<file path="src/rtl/seq_gen_if.sv">
`default_nettype none
// ============================================================================
// Module   : seq_gen_if
// Brief    : Request/serial-output bundle for the seq_gen pattern generator.
// Revision : 1.0
// ============================================================================
interface seq_gen_if #(
    parameter int MAX_LEN = 8,
    parameter int LEN_W   = 4,
    parameter int RPT_W   = 4,
    parameter int GAP_W   = 4
);
    logic               start_valid;
    logic               start_ready;
    logic [MAX_LEN-1:0] pat;
    logic [LEN_W-1:0]   pat_len;
    logic [RPT_W-1:0]   rpt;
    logic [GAP_W-1:0]   gap;
    logic               abort;
    logic               out;
    logic               out_valid;
    logic               out_last;
    logic               done;
    logic               busy;

    modport master (
        output start_valid, pat, pat_len, rpt, gap, abort,
        input  start_ready, out, out_valid, out_last, done, busy
    );

    modport slave (
        input  start_valid, pat, pat_len, rpt, gap, abort,
        output start_ready, out, out_valid, out_last, done, busy
    );
endinterface
`default_nettype wire

</file>
<file path="src/rtl/seq_gen.sv">
`default_nettype none
// ============================================================================
// Module   : seq_gen
// Brief    : Framed serial pattern generator, MSB first, with repeat count
//            and idle gap. Define SEQ_GEN_PARITY_EN to append an even-parity
//            bit to every frame.
// Revision : 1.0
// ============================================================================
module seq_gen #(
    parameter int MAX_LEN = 8,
    parameter int LEN_W   = 4,
    parameter int RPT_W   = 4,
    parameter int GAP_W   = 4
) (
    input wire        clk,
    input wire        rst,
    seq_gen_if.slave  bus
);

    localparam logic [1:0] c_idle = 2'd0;
    localparam logic [1:0] c_send = 2'd1;
    localparam logic [1:0] c_gap  = 2'd2;
`ifdef SEQ_GEN_PARITY_EN
    localparam logic [1:0] c_par  = 2'd3;
    localparam logic       c_par_en = 1'b1;
`else
    localparam logic       c_par_en = 1'b0;
`endif

    localparam logic [LEN_W-1:0]   c_max_len = LEN_W'(MAX_LEN);
    localparam logic [LEN_W-1:0]   c_len_one = {{(LEN_W-1){1'b0}}, 1'b1};
    localparam logic [RPT_W-1:0]   c_frm_one = {{(RPT_W-1){1'b0}}, 1'b1};
    localparam logic [GAP_W-1:0]   c_gap_one = {{(GAP_W-1){1'b0}}, 1'b1};
    localparam logic [MAX_LEN-1:0] c_pat_one = {{(MAX_LEN-1){1'b0}}, 1'b1};

    logic [1:0]         r_state;
    logic [MAX_LEN-1:0] r_pat;
    logic [LEN_W-1:0]   r_len;
    logic [LEN_W-1:0]   r_idx;
    logic [RPT_W-1:0]   r_frm;
    logic [GAP_W-1:0]   r_gap;
    logic [GAP_W-1:0]   r_gcnt;
    logic               r_out;
    logic               r_out_valid;
    logic               r_out_last;
    logic               r_done;
    logic               r_busy;

    logic               w_accept;
    logic [LEN_W-1:0]   w_len;
    logic               w_frame_end;

    function automatic logic pick(input logic [MAX_LEN-1:0] v, input logic [LEN_W-1:0] i);
        pick = |(v & (c_pat_one << i));
    endfunction

    assign w_accept = bus.start_valid & bus.start_ready;
    assign w_len    = (bus.pat_len > c_max_len) ? c_max_len : bus.pat_len;

`ifdef SEQ_GEN_PARITY_EN
    logic               r_par;
    logic [MAX_LEN-1:0] w_mask;
    logic               w_par;
    // Only the low w_len bits belong to the frame.
    assign w_mask      = ~({MAX_LEN{1'b1}} << w_len);
    assign w_par       = ^(bus.pat & w_mask);
    assign w_frame_end = (r_state == c_par);
`else
    assign w_frame_end = (r_state == c_send) && (r_idx == '0);
`endif

    always_ff @(posedge clk or posedge rst) begin
        if (rst) begin
            r_state     <= c_idle;
            r_pat       <= '0;
            r_len       <= '0;
            r_idx       <= '0;
            r_frm       <= '0;
            r_gap       <= '0;
            r_gcnt      <= '0;
            r_out       <= 1'b0;
            r_out_valid <= 1'b0;
            r_out_last  <= 1'b0;
            r_done      <= 1'b0;
            r_busy      <= 1'b0;
`ifdef SEQ_GEN_PARITY_EN
            r_par       <= 1'b0;
`endif
        end else begin
            r_done <= 1'b0;
            if (r_state == c_idle) begin
                if (w_accept) begin
                    r_pat <= bus.pat;
                    r_len <= w_len;
                    r_frm <= bus.rpt;
                    r_gap <= bus.gap;
`ifdef SEQ_GEN_PARITY_EN
                    r_par <= w_par;
`endif
                    if (w_len != '0) begin
                        r_state     <= c_send;
                        r_busy      <= 1'b1;
                        r_idx       <= w_len - c_len_one;
                        r_out       <= pick(bus.pat, w_len - c_len_one);
                        r_out_valid <= 1'b1;
                        r_out_last  <= !c_par_en && (w_len == c_len_one);
                    end else begin
                        r_done <= 1'b1;
                    end
                end
            end else if (bus.abort) begin
                r_state     <= c_idle;
                r_busy      <= 1'b0;
                r_out       <= 1'b0;
                r_out_valid <= 1'b0;
                r_out_last  <= 1'b0;
            end else if (w_frame_end) begin
                if (r_frm != '0) begin
                    r_frm <= r_frm - c_frm_one;
                    if (r_gap != '0) begin
                        r_state     <= c_gap;
                        r_gcnt      <= r_gap;
                        r_out       <= 1'b0;
                        r_out_valid <= 1'b0;
                        r_out_last  <= 1'b0;
                    end else begin
                        // Back-to-back frame: reload with no idle cycle.
                        r_state     <= c_send;
                        r_idx       <= r_len - c_len_one;
                        r_out       <= pick(r_pat, r_len - c_len_one);
                        r_out_valid <= 1'b1;
                        r_out_last  <= !c_par_en && (r_len == c_len_one);
                    end
                end else begin
                    r_state     <= c_idle;
                    r_busy      <= 1'b0;
                    r_out       <= 1'b0;
                    r_out_valid <= 1'b0;
                    r_out_last  <= 1'b0;
                    r_done      <= 1'b1;
                end
            end else if (r_state == c_send) begin
                if (r_idx != '0) begin
                    r_idx       <= r_idx - c_len_one;
                    r_out       <= pick(r_pat, r_idx - c_len_one);
                    r_out_last  <= !c_par_en && (r_idx == c_len_one);
                end
`ifdef SEQ_GEN_PARITY_EN
                else begin
                    r_state    <= c_par;
                    r_out      <= r_par;
                    r_out_last <= 1'b1;
                end
`endif
            end else if (r_state == c_gap) begin
                if (r_gcnt == c_gap_one) begin
                    r_state     <= c_send;
                    r_idx       <= r_len - c_len_one;
                    r_out       <= pick(r_pat, r_len - c_len_one);
                    r_out_valid <= 1'b1;
                    r_out_last  <= !c_par_en && (r_len == c_len_one);
                end else begin
                    r_gcnt <= r_gcnt - c_gap_one;
                end
            end else begin
                r_state     <= c_idle;
                r_busy      <= 1'b0;
                r_out       <= 1'b0;
                r_out_valid <= 1'b0;
                r_out_last  <= 1'b0;
            end
        end
    end

    assign bus.start_ready = (r_state == c_idle) & ~rst;
    assign bus.out         = r_out;
    assign bus.out_valid   = r_out_valid;
    assign bus.out_last    = r_out_last;
    assign bus.done        = r_done;
    assign bus.busy        = r_busy;

endmodule
`default_nettype wire
</file>
<file path="src/flat_wrapper.sv">
// flat-port wrapper written by rule: the top's interface ports become plain ports
module seq_gen_flat 
#(
    parameter int MAX_LEN = 8,
    parameter int LEN_W   = 4,
    parameter int RPT_W   = 4,
    parameter int GAP_W   = 4
)
  (clk, rst, bus_start_valid, bus_pat, bus_pat_len, bus_rpt, bus_gap, bus_abort, bus_start_ready, bus_out, bus_out_valid, bus_out_last, bus_done, bus_busy);
  seq_gen_if #(.MAX_LEN(MAX_LEN), .LEN_W(LEN_W), .RPT_W(RPT_W), .GAP_W(GAP_W)) bus_i ();
  input wire clk;
  input wire rst;
  input wire logic [$bits(bus_i.start_valid)-1:0] bus_start_valid;
  input wire logic [$bits(bus_i.pat)-1:0] bus_pat;
  input wire logic [$bits(bus_i.pat_len)-1:0] bus_pat_len;
  input wire logic [$bits(bus_i.rpt)-1:0] bus_rpt;
  input wire logic [$bits(bus_i.gap)-1:0] bus_gap;
  input wire logic [$bits(bus_i.abort)-1:0] bus_abort;
  output wire logic [$bits(bus_i.start_ready)-1:0] bus_start_ready;
  output wire logic [$bits(bus_i.out)-1:0] bus_out;
  output wire logic [$bits(bus_i.out_valid)-1:0] bus_out_valid;
  output wire logic [$bits(bus_i.out_last)-1:0] bus_out_last;
  output wire logic [$bits(bus_i.done)-1:0] bus_done;
  output wire logic [$bits(bus_i.busy)-1:0] bus_busy;
  assign bus_i.start_valid = bus_start_valid;
  assign bus_i.pat = bus_pat;
  assign bus_i.pat_len = bus_pat_len;
  assign bus_i.rpt = bus_rpt;
  assign bus_i.gap = bus_gap;
  assign bus_i.abort = bus_abort;
  assign bus_start_ready = bus_i.start_ready;
  assign bus_out = bus_i.out;
  assign bus_out_valid = bus_i.out_valid;
  assign bus_out_last = bus_i.out_last;
  assign bus_done = bus_i.done;
  assign bus_busy = bus_i.busy;
  seq_gen #(.MAX_LEN(MAX_LEN), .LEN_W(LEN_W), .RPT_W(RPT_W), .GAP_W(GAP_W)) u_core (.clk(clk), .rst(rst), .bus(bus_i));
endmodule
</file>
<file path="config.mk">
export PLATFORM = sky130hd
export DESIGN_NAME = seq_gen_flat
export DESIGN_NICKNAME = d
export VERILOG_FILES = /design/src/rtl/seq_gen_if.sv /design/src/rtl/seq_gen.sv /design/src/flat_wrapper.sv
export SDC_FILE = /design/constraint.sdc
export NUM_CORES = 1
export LEC_CHECK = 0
export BUFFER_PORTS_ARGS = -buffer_cell sky130_fd_sc_hd__buf_2
export CAP_MARGIN = 20
export CELL_PAD_IN_SITES_DETAIL_PLACEMENT = 1
export CELL_PAD_IN_SITES_GLOBAL_PLACEMENT = 1
export CORE_AREA = 3 3 77 79
export DETAILED_ROUTE_END_ITERATION = 16
export DIE_AREA = 0 0 80 82
export PLACE_DENSITY_LB_ADDON = 0.1
export SYNTH_ARGS = -nofsm -noshare
export SYNTH_HDL_FRONTEND = slang
export SYNTH_SLANG_ARGS = --single-unit
</file>
<file path="constraint.sdc">
create_clock -name clk -period 2.6 [get_ports clk]
set_input_delay 0.26 -clock clk [delete_from_list [all_inputs] [get_ports clk]]
set_output_delay 0.26 -clock clk [all_outputs]
set_load 0.02 [all_outputs]
</file>
Yosys cells after proc, flatten, opt, wreduce, memory -nomap -nowiden
Index checks and enable logic that the tools add are counted.
{"block": "word_totals", "inputBits": 24, "ff_bits": 35, "word_cells": 150, "output_inout_bits": 6}
{"block": "classes", "eq_ne": 22, "reduce_logical": 22, "n_lt_le_gt_ge": 1, "addsub": 5, "mux": 77, "shift": 3, "n_bitwise": 8}
{"op": "2-to-1 mux 4 bit", "n": 23}
{"op": "2-to-1 mux 1 bit", "n": 44}
{"op": "bitwise AND 8 bit", "n": 3}
{"op": "nonzero test 4 bit", "n": 6}
{"op": "OR reduction 8 bit", "n": 3}
{"op": "left shift 1 x 4 -> 8 bit, first input constant", "n": 3}
{"op": "2-to-1 mux 2 bit", "n": 10}
{"op": "subtractor 4 x 1 -> 4 bit, second input constant", "n": 5}
{"op": "equality test 4 x 1 -> 1 bit, second input constant", "n": 4}
{"op": "!= test 4 x 3 -> 1 bit, second input constant", "n": 3}
{"op": "AND reduction 4 bit", "n": 3}
{"op": "!= test 2 x 1 -> 1 bit, second input constant", "n": 5}
{"op": "!= test 5 x 4 -> 1 bit, second input constant", "n": 2}
{"op": "AND reduction 8 bit", "n": 1}
{"op": "AND reduction 7 bit", "n": 1}
{"op": "!= test 3 bit, second input constant", "n": 2}
{"op": "!= test 6 x 4 -> 1 bit, second input constant", "n": 1}
{"op": "nonzero test 2 bit", "n": 3}
{"op": "AND reduction 5 bit", "n": 1}
{"op": "greater-than comparator 4 bit, second input constant", "n": 1}
{"op": "logical NOT 4 bit", "n": 1}
{"op": "!= test 2 bit, second input constant", "n": 2}
{"op": "!= test 4 bit, second input constant", "n": 1}
{"op": "NOT 1 bit", "n": 3}
{"op": "6 further kinds", "n": 7}

Depth between registers and ports, before layout
Gate-level depths: netlist of run 1.
{"block": "logic_depth", "depth_word": 10, "depth_mapped": 9, "depth_no_buf": 8}

Worst setup path after synthesis of run 1
Ideal clock, no wire load.
{"block": "synth_path", "kind": "register -> register", "start": "reg u_core.r_idx[0]", "end": "reg u_core.r_gcnt[0]", "required_time_ns": 2.476, "setup_time_ns": 0.124, "slack_ns": 0.475, "arrival_ns": 2.001, "path_buffers": 0, "path_stages_with_launch": 7, "synth_period_minus_slack_ns": 2.125, "path_cell_list": "dfrtp_1 > inv_1 > ha_1 > or3b_4 > o32ai_4 > o2111ai_2 > a211o_1"}
{"block": "synth_between", "elab_chain_cells": 4, "word_cells_on_any_way": 9, "classes_between": "4 x eq/ne; 1 x mux; 4 x reduce/logical"}
{"element": "start, declared", "line_no": "seq_gen.sv:39", "rtl": "logic [LEN_W-1:0] r_idx;"}
{"element": "start signal, assigned", "line_no": "seq_gen.sv:103", "rtl": "r_idx <= w_len - c_len_one;"}
{"element": "start signal, assigned", "line_no": "seq_gen.sv:129", "rtl": "r_idx <= r_len - c_len_one;"}
{"element": "start signal, assigned", "line_no": "seq_gen.sv:144", "rtl": "r_idx <= r_idx - c_len_one;"}
{"element": "logical NOT 4 bit (*)", "line_no": "seq_gen.sv:69", "rtl": "assign w_frame_end = (r_state == c_send) && (r_idx == '0);"}
{"element": "logical AND 1 bit (*)", "line_no": "seq_gen.sv:69"}
{"element": "!= test 2 x 1 -> 1 bit (no line), or another cell as far along"}
{"element": "AND reduction 7 bit (no line)"}
{"element": "end signal, assigned", "line_no": "seq_gen.sv:122", "rtl": "r_gcnt <= r_gap;"}
{"element": "end signal, assigned", "line_no": "seq_gen.sv:163", "rtl": "r_gcnt <= r_gcnt - c_gap_one;"}
{"element": "end, declared", "line_no": "seq_gen.sv:42", "rtl": "logic [GAP_W-1:0] r_gcnt;"}
Every way passes the cells marked *; elsewhere a longest branch is shown, timed or not.
A chain may end at the register's enable or synchronous reset.

Final worst setup path of run 1
{"block": "layout_path", "start": "reg u_core.r_idx[0]", "end": "reg u_core.r_out, in the netlist u_core.bus.out"}
{"block": "layout_between", "elab_chain_cells": 9, "word_cells_on_any_way": 15, "classes_between": "1 x add/sub; 2 x eq/ne; 1 x shift; 5 x mux; 1 x bitwise; 5 x reduce/logical"}
{"element": "subtractor 4 x 1 -> 4 bit", "line_no": "seq_gen.sv:145", "rtl": "r_out <= pick(r_pat, r_idx - c_len_one);"}
{"element": "left shift 1 x 4 -> 8 bit", "line_no": "seq_gen.sv:54", "rtl": "pick = |(v & (c_pat_one << i));"}
{"element": "bitwise AND 8 bit", "line_no": "seq_gen.sv:54"}
{"element": "OR reduction 8 bit", "line_no": "seq_gen.sv:54"}
{"element": "2-to-1 mux 1 bit", "line_no": "seq_gen.sv:143", "rtl": "if (r_idx != '0) begin"}
{"element": "2-to-1 mux 1 bit", "line_no": "seq_gen.sv:142", "rtl": "end else if (r_state == c_send) begin"}
{"element": "2-to-1 mux 1 bit", "line_no": "seq_gen.sv:117", "rtl": "end else if (w_frame_end) begin"}
{"element": "2-to-1 mux 1 bit", "line_no": "seq_gen.sv:111", "rtl": "end else if (bus.abort) begin"}
{"element": "2-to-1 mux 1 bit", "line_no": "seq_gen.sv:91", "rtl": "if (r_state == c_idle) begin"}
{"element": "end signal, assigned", "line_no": "seq_gen.sv:104", "rtl": "r_out <= pick(bus.pat, w_len - c_len_one);"}
{"element": "end signal, assigned", "line_no": "seq_gen.sv:130", "rtl": "r_out <= pick(r_pat, r_len - c_len_one);"}
{"element": "end signal, assigned", "line_no": "seq_gen.sv:145"}
{"element": "end, declared", "line_no": "seq_gen.sv:43", "rtl": "logic r_out;"}
Parallel ways exist; a longest one is shown, timed or not. The select of a mux whose other input is x is not followed.

==> metrics, run 1 <==
status finished clean; CP Class flip-flop to flip-flop; filler cell count 669; Synth Instances 268; DRT iter0 DRCs 69; setup ws final 0.235 ns; NumNets Final 339; Least-Margin Pin Slew 0.631 ns; Pwr Total 0.00285 W; Post-synth top flop dfrtp_1; WL final 6230 um; HP Class primary input to asynchronous set/reset pin; Crit Reg-Reg Startpoint u_core.r_idx[0]; Die H 82 um; H-tree levels 2; crit path DAT 2.57 ns; CTS resizes 0; core area 0.00541 mm^2; Startpoint Class flip-flop; post-synth top area cell dfrtp_1; CP Capture Type flip-flop; top post-synthesis cells by area dfrtp_1 (36%), ha_1 (9.1%), nand2_1 (9.0%); Final period util 91.0%; Synth Cell Area 0.00233 mm^2; Max Fclk 423 MHz; flops & latches, synth 34; Root Buffer clkbuf_8; initial antenna violation count 0; DRC Markers 0; worst-path maximum fanout 6; critical path data required time 2.81 ns; final setup fails 0; Worst Skew 0.00529 ns; Clock Tree Buf Depth 2; pwr dens 1080 mW/mm^2; grt total ovfl 0; largest net degree at the start of global routing 35; post-CTS setup buffer count 0; Vias 2027; clock tree from TritonCTS yes; vias per inst 5.46; gpl congestion 0.792; Synth Area per Inst 8.71 um^2; Yosys cell types 53; Setup TNS 0 ns; Pleak 1.26 nW; worst-skew pair later-pin latency 0.29 ns; Tot GR Track Use 20.6%; final hold viol count 0; Slew HR 57.6%; die width 80 um; RSZ-0062 raised after global routing no; minimum clock period after layout 2.36 ns; Post-synth EDFFs 0; syn_nets 309; Reg2Reg Depth 7; first-pass GRT wire length 10300 um; layout cells sized above 1 17.7%; max cap viols 0; FP Rows 27; Port Buffer Count 29; Initial Util 43.2%; Layout Area Growth over Synthesis 12.9%; vias in the first global route 2099; R2R Path End u_core.bus.out; async set or reset register ratio after synthesis 100%; DRT Pass-1 Iters 4; antenna-violating nets left 0; die area 0.00656 mm^2; Final Slew Violations 0; Seq/Total Area, Yosys 36.4%; Reg clk slew, reported paths 0.07 ns; pre-CTS WS 0.266 ns; Wirelength per Cell 16.8 um; Hold Buf Count CTS 0; DPL Wire Length 4710 um; CTS Sinks 34; R2R Setup Slk 0.24 ns; peak supply drop 454 uV; I/O pin count 30; top-area cell type share of the netlist area 36.4%; Syn. warnings 0; CTS Buf Count 5; ant diodes 0
-- report_power, final --
| part | internal (W) | switching, W | leakage (nW) |
|---|---|---|---|
| clock network | 0.000214 | 0.000196 | 0.0482 |
| logic | 0.000573 | 0.000828 | 0.788 |
| registers | 0.000761 | 0.000279 | 0.425 |
-- flip-flops by register name (all words and copies together) (netlist names), 2 cells and up --
register,flops
u_core.r_pat,8
u_core.r_frm,4
u_core.r_state,2
u_core.r_gap,4
u_core.r_len,4
u_core.r_idx,4
u_core.r_gcnt,4
-- cells in the final DEF, fill, tap and decap left out, drive strengths merged, types with 2 or more instances in the layout --
master,synthesis,routed
a221oi,3,3
clkbuf,6,7
inv,14,14
buf,6,35
nor2,18,18
a211oi,4,4
o21ai,17,17
a41oi,2,2
o32ai,2,2
nand2b,3,3
nor3b,7,7
dfrtp,34,34
a211o,3,3
nand2,56,56
xor2,3,3
o211ai,2,2
mux2i,2,2
or3b,2,2
a22oi,6,6
a21oi,13,13
nor4,4,4
a22o,3,3
nor2b,8,8
nor3,7,7
a31oi,2,2
nand3,4,4
ha,17,17
-- per-stage QoR --
step | hold slack (ns) | util (%) | instance area, um^2 | instances
2_1_floorplan | 0.365 | - | 2330 | 268
3_3_place_gp | 0.436 | 47.1 | 2540 | 363
3_5_place_dp | 0.438 | 47.1 | 2540 | 363
4_1_cts | 0.130 | 48.8 | 2640 | 371
5_1_grt | 0.157 | 48.8 | 2640 | 371
6_report | 0.121 | 48.8 | 2640 | 371
-- Yosys cell counts (2+ instances only) --
cell type	instances
a211o_1	3
a211oi_1	4
a21oi_1	13
a221oi_1	3
a22o_1	3
a22oi_1	6
a31oi_1	2
a41oi_1	2
buf_2	3
buf_6	3
clkbuf_1	6
dfrtp_1	34
ha_1	17
inv_1	14
mux2i_1	2
nand2_1	56
nand2b_1	3
nand3_1	3
nor2_1	18
nor2b_1	8
nor3_1	7
nor3b_1	7
nor4_1	3
o211ai_1	2
o21ai_0	16
xor2_1	3
-- area by class of cell --
cell class,instances,area [um^2],area share (%)
timing repair buffer,35,190,7.22
clock buffer,7,86.3,3.28
tap,72,90.1,3.42
inverter,14,52.6,1.99
sequential,34,851,32.3
clock inverter,1,5.00,0.190
multi-input combinational,208,1360,51.6
-- kinds of logic (layout without fill, tap and decap cells) --
logic type,after synthesis,count (layout),share of synthesized area [%]
AND/OR/NAND/NOR,115,115,24.3
buffers and inverters,26,57,5.31
adder cells (fa/ha/maj),17,17,9.11
flip-flops,34,34,36.4
AO/OA/AOI/OAI,69,69,22.0
XOR/XNOR,4,4,1.50
multiplexers,3,3,1.34
-- worst max path at each step --
stage                                from          endpoint  slack (ns)
final                     u_core.r_idx[0]    u_core.bus.out        0.24
after global routing      u_core.r_idx[0]    u_core.bus.out        0.06
after floorplan           u_core.r_idx[0]  u_core.r_gcnt[0]        0.48
after global placement    u_core.r_idx[0]  u_core.r_gcnt[0]        0.35
after CTS                 u_core.r_idx[0]    u_core.bus.out        0.22
after detailed placement  u_core.r_idx[0]  u_core.r_gcnt[0]        0.27
-- routing by layer --
layer	GRT usage, %	up-vias	share of wire, %
met4	6.08	0	1.3
met2	35.0	41	47
li1	-	1014	-
met5	0	-	0
met3	3.51	7	3.9
met1	26.9	965	48
-- worst max-delay path, cell delays in order, from the launching register on --
cell and delay [ns]:
dfrtp_1 0.44, inv_1 0.15, ha_1 0.27, nor3b_1 0.46, a41oi_1 0.20, a2111oi_0 0.38
o21ai_0 0.16, a41oi_1 0.23
Note: power is estimated with default switching activity, not from simulation.
==> run 2: changes to the inputs <==
- CELL_PAD_IN_SITES_DETAIL_PLACEMENT: 1 -> unset
- CELL_PAD_IN_SITES_GLOBAL_PLACEMENT: 1 -> unset
- CORE_AREA: 3 3 77 79 -> 3 3 68 70
- DIE_AREA: 0 0 80 82 -> 0 0 71 73
- PLACE_DENSITY: unset -> 0.78
- PLACE_DENSITY_LB_ADDON: 0.1 -> unset
==> metrics, run 2 (same netlist as run 1, synthesis figures left out) <==
clock share of power 13.9%; die area 0.00518 mm^2; WL final 5440 um; vias per inst 5.91; clock tree from TritonCTS yes; final setup fails 0; Wirelength per Cell 15.7 um; switching portion of total power 45.2%; Setup TNS 0 ns; CP max-delay cell or3b_4; Internal Power 0.00154 W; gpl congestion 0.917; Port Buffer Count 29; vias in the first global route 1989; Hold Buf Count CTS 0; combinational fraction of design power 49.5%; max cap viols 0; worst-skew pair later-pin latency 0.29 ns; P_sw 0.00127 W; Die H 73 um; Largest register FFs 8; Post-Layout Cell Count 347; sequential power share 36.6%; Vias 2051; initial antenna violation count 0; Layout Area Growth over Synthesis 11.3%; largest net degree at the start of global routing 35; minimum clock period after layout 2.36 ns; pwr dens 1080 mW/mm^2; CTS Sinks 34; critical-path cell list inv_1, ha_1, or3b_4, o32ai_4, o2111ai_2, a211o_1; DRC Markers 0; crit path DAT 2.53 ns; register area 851 um^2; status finished clean; Biggest register u_core.r_pat; I/O pin count 30; CTS Buf Count 5; ant diodes 0; die width 71 um; Final period util 90.9%; grt total ovfl 0; commonest cells after routing, fill and taps aside nand2_1 (56), dfrtp_1 (34), buf_2 (29), nor2_1 (18), ha_1 (17); FP Rows 23; Inst Count DP 341; NumNets Final 339; worst-path maximum fanout 8; antenna-violating nets left 0; post-CTS setup buffer count 0; DRT iter0 DRCs 182; final hold viol count 0; DRT Pass-1 Iters 4; HP Class primary input to asynchronous set/reset pin; layout cells sized above 1 17.5%; CP Class flip-flop to flip-flop; Final Slew Violations 0; most common cell after layout, fill and taps aside nand2_1; filler cell count 356; Max Fclk 423 MHz; CTS resizes 0; Startpoint Class flip-flop; H-tree levels 2; Initial Util 58.0%; critical path's largest stage delay 0.45 ns; Least-Margin Pin Slew 0.636 ns; DPL Wire Length 3960 um; Slew HR 57.5%; Root Buffer clkbuf_8; RSZ-0062 raised after global routing no; Tot GR Track Use 22.8%; Reg clk slew, reported paths 0.07 ns; first-pass GRT wire length 9290 um; Clock Tree Buf Depth 2; critical path data required time 2.77 ns; core area 0.00403 mm^2; area of the multi-input gates 0.00136 mm^2; peak supply drop 437 uV; Pleak 1.26 nW; CP Capture Type flip-flop; Worst Skew 0.00894 ns
[run 2: changes by cell type in the layout (fill, tap and decap cells not counted)]
cell and delta:
clkinv_2 -1, clkbuf_1 -1
[run 2: final timing paths]
path | from | to | slack [ns] | cells past startpoint
min | rst | u_core.r_state[0] | 0.1 | 3
min in group clk | bus_gap[2] | u_core.r_gap[2] | 0.16 | 3
min reg2reg | u_core.bus.busy | u_core.bus.busy | 0.51 | 2
max reg2reg | u_core.r_idx[0] | u_core.r_gcnt[0] | 0.24 | 6
max in group asynchronous | rst | u_core.bus.out_last | 2.19 | 3
max | u_core.r_idx[0] | u_core.r_gcnt[0] | 0.24 | 6
[run 2: power by group through the flow]
stage          sequential, W  combinational (W)  clock, W
6_report             0.00103            0.00139  0.000391
5_1_grt              0.00106            0.00156  0.000427
2_1_floorplan       0.000972            0.00107         0
3_3_place_gp         0.00102            0.00135         0
4_1_cts              0.00102            0.00138  0.000397
3_5_place_dp         0.00103            0.00137         0
[run 2: worst max-delay path, delay by kind of cell, from the launching register on]
| kind | cells | cell delay, ns |
|---|---|---|
| AND/OR/NAND/NOR | 1 | 0.45 |
| flip-flops | 1 | 0.44 |
| AO/OA/AOI/OAI | 3 | 0.92 |
| adder cells (fa/ha/maj) | 1 | 0.27 |
| buffers and inverters | 1 | 0.15 |
[run 2: metrics by stage]
stage	power [W]	setup slack, ns	hold slack (ns)	area (um^2)	util, %
after floorplan	0.00204	0.475	0.365	2330	-
after global placement	0.00236	0.370	0.414	2520	62.5
after detailed placement	0.00239	0.276	0.424	2520	62.5
after CTS	0.00280	0.254	0.114	2600	64.5
after global routing	0.00305	0.111	0.158	2600	64.5
final	0.00281	0.237	0.0953	2600	64.5
[run 2: routing by layer]
layer / up-vias / part of all wire [%] / track usage [%]
met5: - / 0 / 0
met4: 0 / 1.9 / 9.60
met3: 12 / 5.3 / 3.99
met2: 64 / 44 / 35.4
met1: 967 / 48 / 31.4
li1: 1008 / - / -
[run 2: layout make-up]
cell class,count,area share [%]
timing repair buffer,35,7.32
inverter,14,2.02
sequential,34,32.7
tap,50,2.41
clock buffer,6,3.18
multi-input combinational,208,52.3
